==> src/rtl/mem_port_arbiter_pkg.sv <==
`default_nettype none
// ============================================================================
//  Module      : mem_port_arbiter_pkg
//  Description : Shared constants for the fetch / load-store memory arbiter:
//                FSM state encoding, requester IDs and width defaults.
//  Revision    : 1.0 - initial release
// ============================================================================
package mem_port_arbiter_pkg;

  // Width defaults for the shared byte-addressed memory port
  localparam int ADDR_W_DEF = 8;
  localparam int DATA_W_DEF = 16;

  // FSM state encoding (3 bits for five states)
  localparam logic [2:0] ST_IDLE  = 3'd0;
  localparam logic [2:0] ST_READ  = 3'd1;
  localparam logic [2:0] ST_WR_LO = 3'd2;
  localparam logic [2:0] ST_WR_HI = 3'd3;
  localparam logic [2:0] ST_RESP  = 3'd4;

  // Requester identifiers, also used as the round-robin "last owner" value
  localparam logic REQ_IF = 1'b0;
  localparam logic REQ_LS = 1'b1;

endpackage : mem_port_arbiter_pkg
`default_nettype wire

==> src/rtl/mem_arb_rr2.sv <==
`default_nettype none
// ============================================================================
//  Module      : mem_arb_rr2
//  Description : Combinational two-way round-robin picker. On contention the
//                requester that did not own the port last is granted.
//  Revision    : 1.0 - initial release
// ============================================================================
module mem_arb_rr2
  import mem_port_arbiter_pkg::*;
(
  input  logic req_if,
  input  logic req_ls,
  input  logic last_owner,
  output logic grant_valid,
  output logic grant
);

  // Pick a winner: alternate on contention, otherwise take the lone requester
  always_comb begin
    grant_valid = req_if | req_ls;
    grant       = REQ_IF;
    if (req_if && req_ls) begin
      grant = (last_owner == REQ_LS) ? REQ_IF : REQ_LS;
    end else if (req_ls) begin
      grant = REQ_LS;
    end
  end

endmodule : mem_arb_rr2
`default_nettype wire

==> src/rtl/mem_port_arbiter.sv <==
`default_nettype none
// ============================================================================
//  Module      : mem_port_arbiter
//  Description : Shares one byte-wide-write memory port between an
//                instruction-fetch requester and a load/store requester.
//                Reads return a little-endian word; word stores are split into
//                two consecutive byte writes.
//  Revision    : 1.0 - initial release
// ============================================================================
module mem_port_arbiter
  import mem_port_arbiter_pkg::*;
#(
  parameter int ADDR_W = ADDR_W_DEF,
  parameter int DATA_W = DATA_W_DEF
) (
  input  logic                clk,
  input  logic                reset,
  // instruction fetch requester
  input  logic                if_req,
  input  logic [ADDR_W-1:0]   if_addr,
  output logic [DATA_W-1:0]   if_rdata,
  output logic                if_done,
  // load/store requester
  input  logic                ls_req,
  input  logic                ls_we,
  input  logic                ls_word,
  input  logic [ADDR_W-1:0]   ls_addr,
  input  logic [DATA_W-1:0]   ls_wdata,
  output logic [DATA_W-1:0]   ls_rdata,
  output logic                ls_done,
  // memory port
  output logic [ADDR_W-1:0]   Address,
  output logic                MemWrite,
  output logic [DATA_W/2-1:0] WD,
  input  logic [DATA_W-1:0]   RD,
  output logic                busy
);

  localparam int HALF_W = DATA_W / 2;

  logic [2:0]        r_state;
  logic              r_owner;      // owner of the current/last grant
  logic [ADDR_W-1:0] r_addr;
  logic              r_word;
  logic [DATA_W-1:0] r_wdata;
  logic [DATA_W-1:0] r_if_rdata;
  logic [DATA_W-1:0] r_ls_rdata;

  logic w_grant_valid;
  logic w_grant;

  mem_arb_rr2 u_rr2 (
    .req_if      (if_req),
    .req_ls      (ls_req),
    .last_owner  (r_owner),
    .grant_valid (w_grant_valid),
    .grant       (w_grant)
  );

  // Arbitration FSM with latched transaction and per-requester read data.
  // r_owner resets to REQ_IF so the first contended grant goes to load/store.
  always_ff @(posedge clk or posedge reset) begin
    if (reset) begin
      r_state    <= ST_IDLE;
      r_owner    <= REQ_IF;
      r_addr     <= '0;
      r_word     <= 1'b0;
      r_wdata    <= '0;
      r_if_rdata <= '0;
      r_ls_rdata <= '0;
    end else begin
      case (r_state)
        ST_IDLE: begin
          if (w_grant_valid) begin
            r_owner <= w_grant;
            if (w_grant == REQ_LS) begin
              r_addr  <= ls_addr;
              r_word  <= ls_word;
              r_wdata <= ls_wdata;
              r_state <= ls_we ? ST_WR_LO : ST_READ;
            end else begin
              r_addr  <= if_addr;
              r_word  <= 1'b0;
              r_state <= ST_READ;
            end
          end
        end
        ST_READ: begin
          if (r_owner == REQ_LS) begin
            r_ls_rdata <= RD;
          end else begin
            r_if_rdata <= RD;
          end
          r_state <= ST_RESP;
        end
        ST_WR_LO: r_state <= r_word ? ST_WR_HI : ST_RESP;
        ST_WR_HI: r_state <= ST_RESP;
        ST_RESP:  r_state <= ST_IDLE;
        default:  r_state <= ST_IDLE;
      endcase
    end
  end

  // Memory port decode: address/write strobe/byte lane follow state only
  always_comb begin
    Address  = (r_state == ST_WR_HI) ? (r_addr + ADDR_W'(1)) : r_addr;
    MemWrite = (r_state == ST_WR_LO) || (r_state == ST_WR_HI);
    WD       = '0;
    if (r_state == ST_WR_LO) begin
      WD = r_wdata[HALF_W-1:0];
    end else if (r_state == ST_WR_HI) begin
      WD = r_wdata[DATA_W-1:HALF_W];
    end
  end

  assign if_done  = (r_state == ST_RESP) && (r_owner == REQ_IF);
  assign ls_done  = (r_state == ST_RESP) && (r_owner == REQ_LS);
  assign busy     = (r_state != ST_IDLE);
  assign if_rdata = r_if_rdata;
  assign ls_rdata = r_ls_rdata;

endmodule : mem_port_arbiter
`default_nettype wire

==> config.mk <==
export PLATFORM = sky130hd
export DESIGN_NAME = mem_port_arbiter
export DESIGN_NICKNAME = d
export VERILOG_FILES = /design/src/rtl/mem_port_arbiter_pkg.sv /design/src/rtl/mem_arb_rr2.sv /design/src/rtl/mem_port_arbiter.sv
export SDC_FILE = /design/constraint.sdc
export NUM_CORES = 1
export LEC_CHECK = 0
export ABC_AREA = 1
export BUFFER_PORTS_ARGS = -buffer_cell sky130_fd_sc_hd__buf_2
export CORE_MARGIN = 2
export CORE_UTILIZATION = 53
export DETAILED_ROUTE_END_ITERATION = 12
export PLACE_DENSITY_LB_ADDON = 0.3
export SLEW_MARGIN = 5
export SYNTH_ARGS = -nofsm -noshare
export SYNTH_HDL_FRONTEND = slang
export SYNTH_SLANG_ARGS = --single-unit
==> constraint.sdc <==
create_clock -name clk -period 5.7 [get_ports clk]
set_input_delay 1.14 -clock clk [delete_from_list [all_inputs] [get_ports clk]]
set_output_delay 1.14 -clock clk [all_outputs]
set_load 0.02 [all_outputs]
==> results.py <==
metrics = {
    "timing": {
        "grt_setup_unrepaired": "false",
        "maxSlewHeadroom_pct": 49.72,
        "period_minus_slack_ps": 3144,
        "hold_slack_ps": 470.9,
        "fin_skew_ps": 7.993,
        "fmax_ghz": 0.3181,
        "setup_viol": 0,
        "tns_ps": 0,
        "final_max_slew_viol_count": 0,
        "hold_violations": 0,
        "period_share_pct": 55.15,
        "worstMarginPinSlew_ps": 754.2,
    },
    "clock_network": {
        "cts_resized": 0,
        "clockRootBuffer": "clkbuf_8",
        "cts_tree": "built",
        "clk_latency_ps": 330,
        "cts_buffer_depth": 2,
        "clk_pin_slew_worst_paths_ps": 60,
        "cts_buffers": 9,
        "cts_setup_buffers": 0,
        "cts_sinks": 61,
        "htreeDepth": 3,
        "postCtsHoldBufs": 0,
    },
    "power": {
        "leakagePower_nw": 2.026,
        "peakVddDrop_uv": 256.6,
        "powerDensity_mw_per_mm2": 569.4,
    },
    "yosys": {
        "ys_types": 22,
        "synth_async_sr_flop_share_pct": 100.0,
        "yosysTopAreaCell": "dfrtp_1",
        "synth_area_leaders": "dfrtp_1 (54%), nand2_1 (18%), o21ai_0 (8.2%)",
        "synth_edf_count": 0,
        "yosysSeqAreaShare_pct": 54.44,
        "avgSynthCellArea_um2": 8.104,
        "synth_top_flop_cell": "dfrtp_1",
        "syn_nets": 401,
        "synthCells": 346,
        "synth_top_area_share_pct": 54.44,
        "ys_warn_count": 0,
        "synth_area_mm2": 0.002804,
        "ys_seq_elements": 61,
    },
    "die": {
        "die_y_um": 76.74,
        "die_x_um": 76.74,
        "num_io_pins": 106,
        "rows": 26,
        "die_area_mm2": 0.005888,
        "core_area_mm2": 0.005107,
        "initial_utilization_pct": 54.90,
    },
    "global_routing": {
        "antenna_found_initial": 0,
        "grt_max_degree": 62,
        "grt_overflow": 0,
        "grt_pass1_wl_um": 10930,
        "grt_pass1_vias": 2554,
        "grt_usage_pct": 23.20,
    },
    "worst_setup_path": {
        "r2r_setup_slack_ps": 3930,
        "max_stage_delay_ps": 590,
        "crit_path_max_fanout": 13,
        "crit_required_ps": 4560,
        "crit_path_frequent_cell": "nand2_1",
        "endpoint_kind": "output port",
        "path_buf_inv": 2,
        "critPathSlowestCell": "dfrtp_1",
        "arrival_ps": 2000,
        "reg2reg_from": "r_state[1]",
        "worstSetupStartpoint": "r_state[1]",
        "cp-start-kind": "flip-flop",
        "r2r-end": "if_rdata[8]",
        "worstSetupPathType": "reg -> out",
        "cp_cell_sequence": "inv_1 > nor2_4 > nand2_1 > o21ai_0 > nand2_1 > buf_2",
        "crit_family": "flip-flops",
        "r2r_cells": 3,
    },
    "final_layout": {
        "area_growth_pct": 26.42,
        "mostFrequentLayoutCells": "nand2_1 (134), buf_2 (105), dfrtp_1 (61)",
        "layout.nets": 505,
        "final_common_cell": "nand2_1",
        "n_fill_cell": 462,
        "diodes": 0,
        "drive_gt1_share_pct": 29.30,
    },
    "place": {
        "hpwl_um": 4398,
        "port_buffers": 105,
        "gp_congestion": 0.7972,
    },
    "route": {
        "via_per_inst": 4.847,
        "route.antenna.remaining_nets": 0,
        "dr.pass1.iters": 4,
        "routedWlPerCell_um": 11.85,
        "wirelength_um": 6208,
        "drc": 0,
        "route.vias.total": 2540,
        "drtIter0Drc": 91,
    },
    "min_path": {
        "hp-start": "r_wdata[2]",
        "worstHoldPathType": "reg -> reg",
        "hold_end": "r_wdata[2]",
        "whs_path_depth": 2,
    },
    "flow_run": {
        "maxCapViolations": 0,
    },
    "status": {
        "status": "finished clean",
    },
}
## cell type report
class / count / area, µm² / share of cell area [%]
clock inverter: 4 / 47.55 / 1.341
inverter: 35 / 133.9 / 3.777
tap: 70 / 87.58 / 2.471
clock buffer: 11 / 151.4 / 4.271
sequential: 61 / 1526 / 43.06
timing repair buffer: 106 / 533.0 / 15.04
multi-input combinational: 237 / 1065 / 30.04
## state kept, by name, summed over array words and instances (netlist names)
| register | cells |
|---|---|
| r_owner | 1 |
| r_wdata | 16 |
| ls_rdata | 16 |
| r_addr | 8 |
| r_word | 1 |
| if_rdata | 16 |
| r_state | 3 |
## tightest hold or removal path, delay by kind of cell, from the launching register on
family           cells  cell delay (ps)
AND/OR/NAND/NOR      2              100
flip-flops           1              340
## per-stage QoR
step	setup slack (ps)	power (mW)	util (%)	instance area, µm²	instances
final	2556	2.018	69.40	3545	524
after global routing	2364	2.180	69.40	3545	524
after CTS	2554	2.036	69.40	3545	524
after detailed placement	2907	1.648	65.51	3346	509
after global placement	2962	1.616	65.51	3346	509
after floorplan	3047	1.384	-	2804	346
## Yosys cell counts, types with 2 or more instances
cell / n
a21oi_1: 5
buf_2: 9
buf_6: 2
dfrtp_1: 61
inv_1: 33
nand2_1: 134
nand2_2: 2
nand2_4: 2
nand3_1: 24
nand3_2: 2
nor2_1: 13
nor2_4: 3
o21ai_0: 46
xor2_1: 2
## per-layer routing
metal | part of all wire [%] | vias to the layer above | track usage [%]
met5 | 0 | - | 0
met4 | 1.7 | 0 | 9.455
met3 | 4.5 | 11 | 3.765
met2 | 49 | 73 | 40.09
met1 | 45 | 1163 | 29.03
li1 | - | 1293 | -
## how the worst max path moves through the flow
stage / to / slack [ps] / cells after the start
floorplan: if_rdata[0] / 3050 / 1
global placement: Address[5] / 2960 / 6
detailed placement: Address[5] / 2910 / 6
CTS: Address[5] / 2550 / 6
global route: Address[5] / 2360 / 6
finish: Address[4] / 2560 / 6
## kinds of logic (layout without fill, tap and decap cells)
| family | count (synthesis) | in the layout | share of synthesized area (%) |
|---|---|---|---|
| AOI/OAI and AO/OA | 52 | 52 | 9.281 |
| buffers and inverters | 48 | 156 | 7.586 |
| adders and majority gates | 1 | 1 | 0.4462 |
| and+or+nand+nor | 181 | 181 | 27.31 |
| DFF | 61 | 61 | 54.44 |
| xor gates and xnor gates | 3 | 3 | 0.9373 |
## power by group
part	switching, mW	internal [mW]
clock	0.164	0.222
sequential	0.129	0.643
combinational	0.584	0.275
total	0.878	1.14
Power figures use the tool's default switching activity.
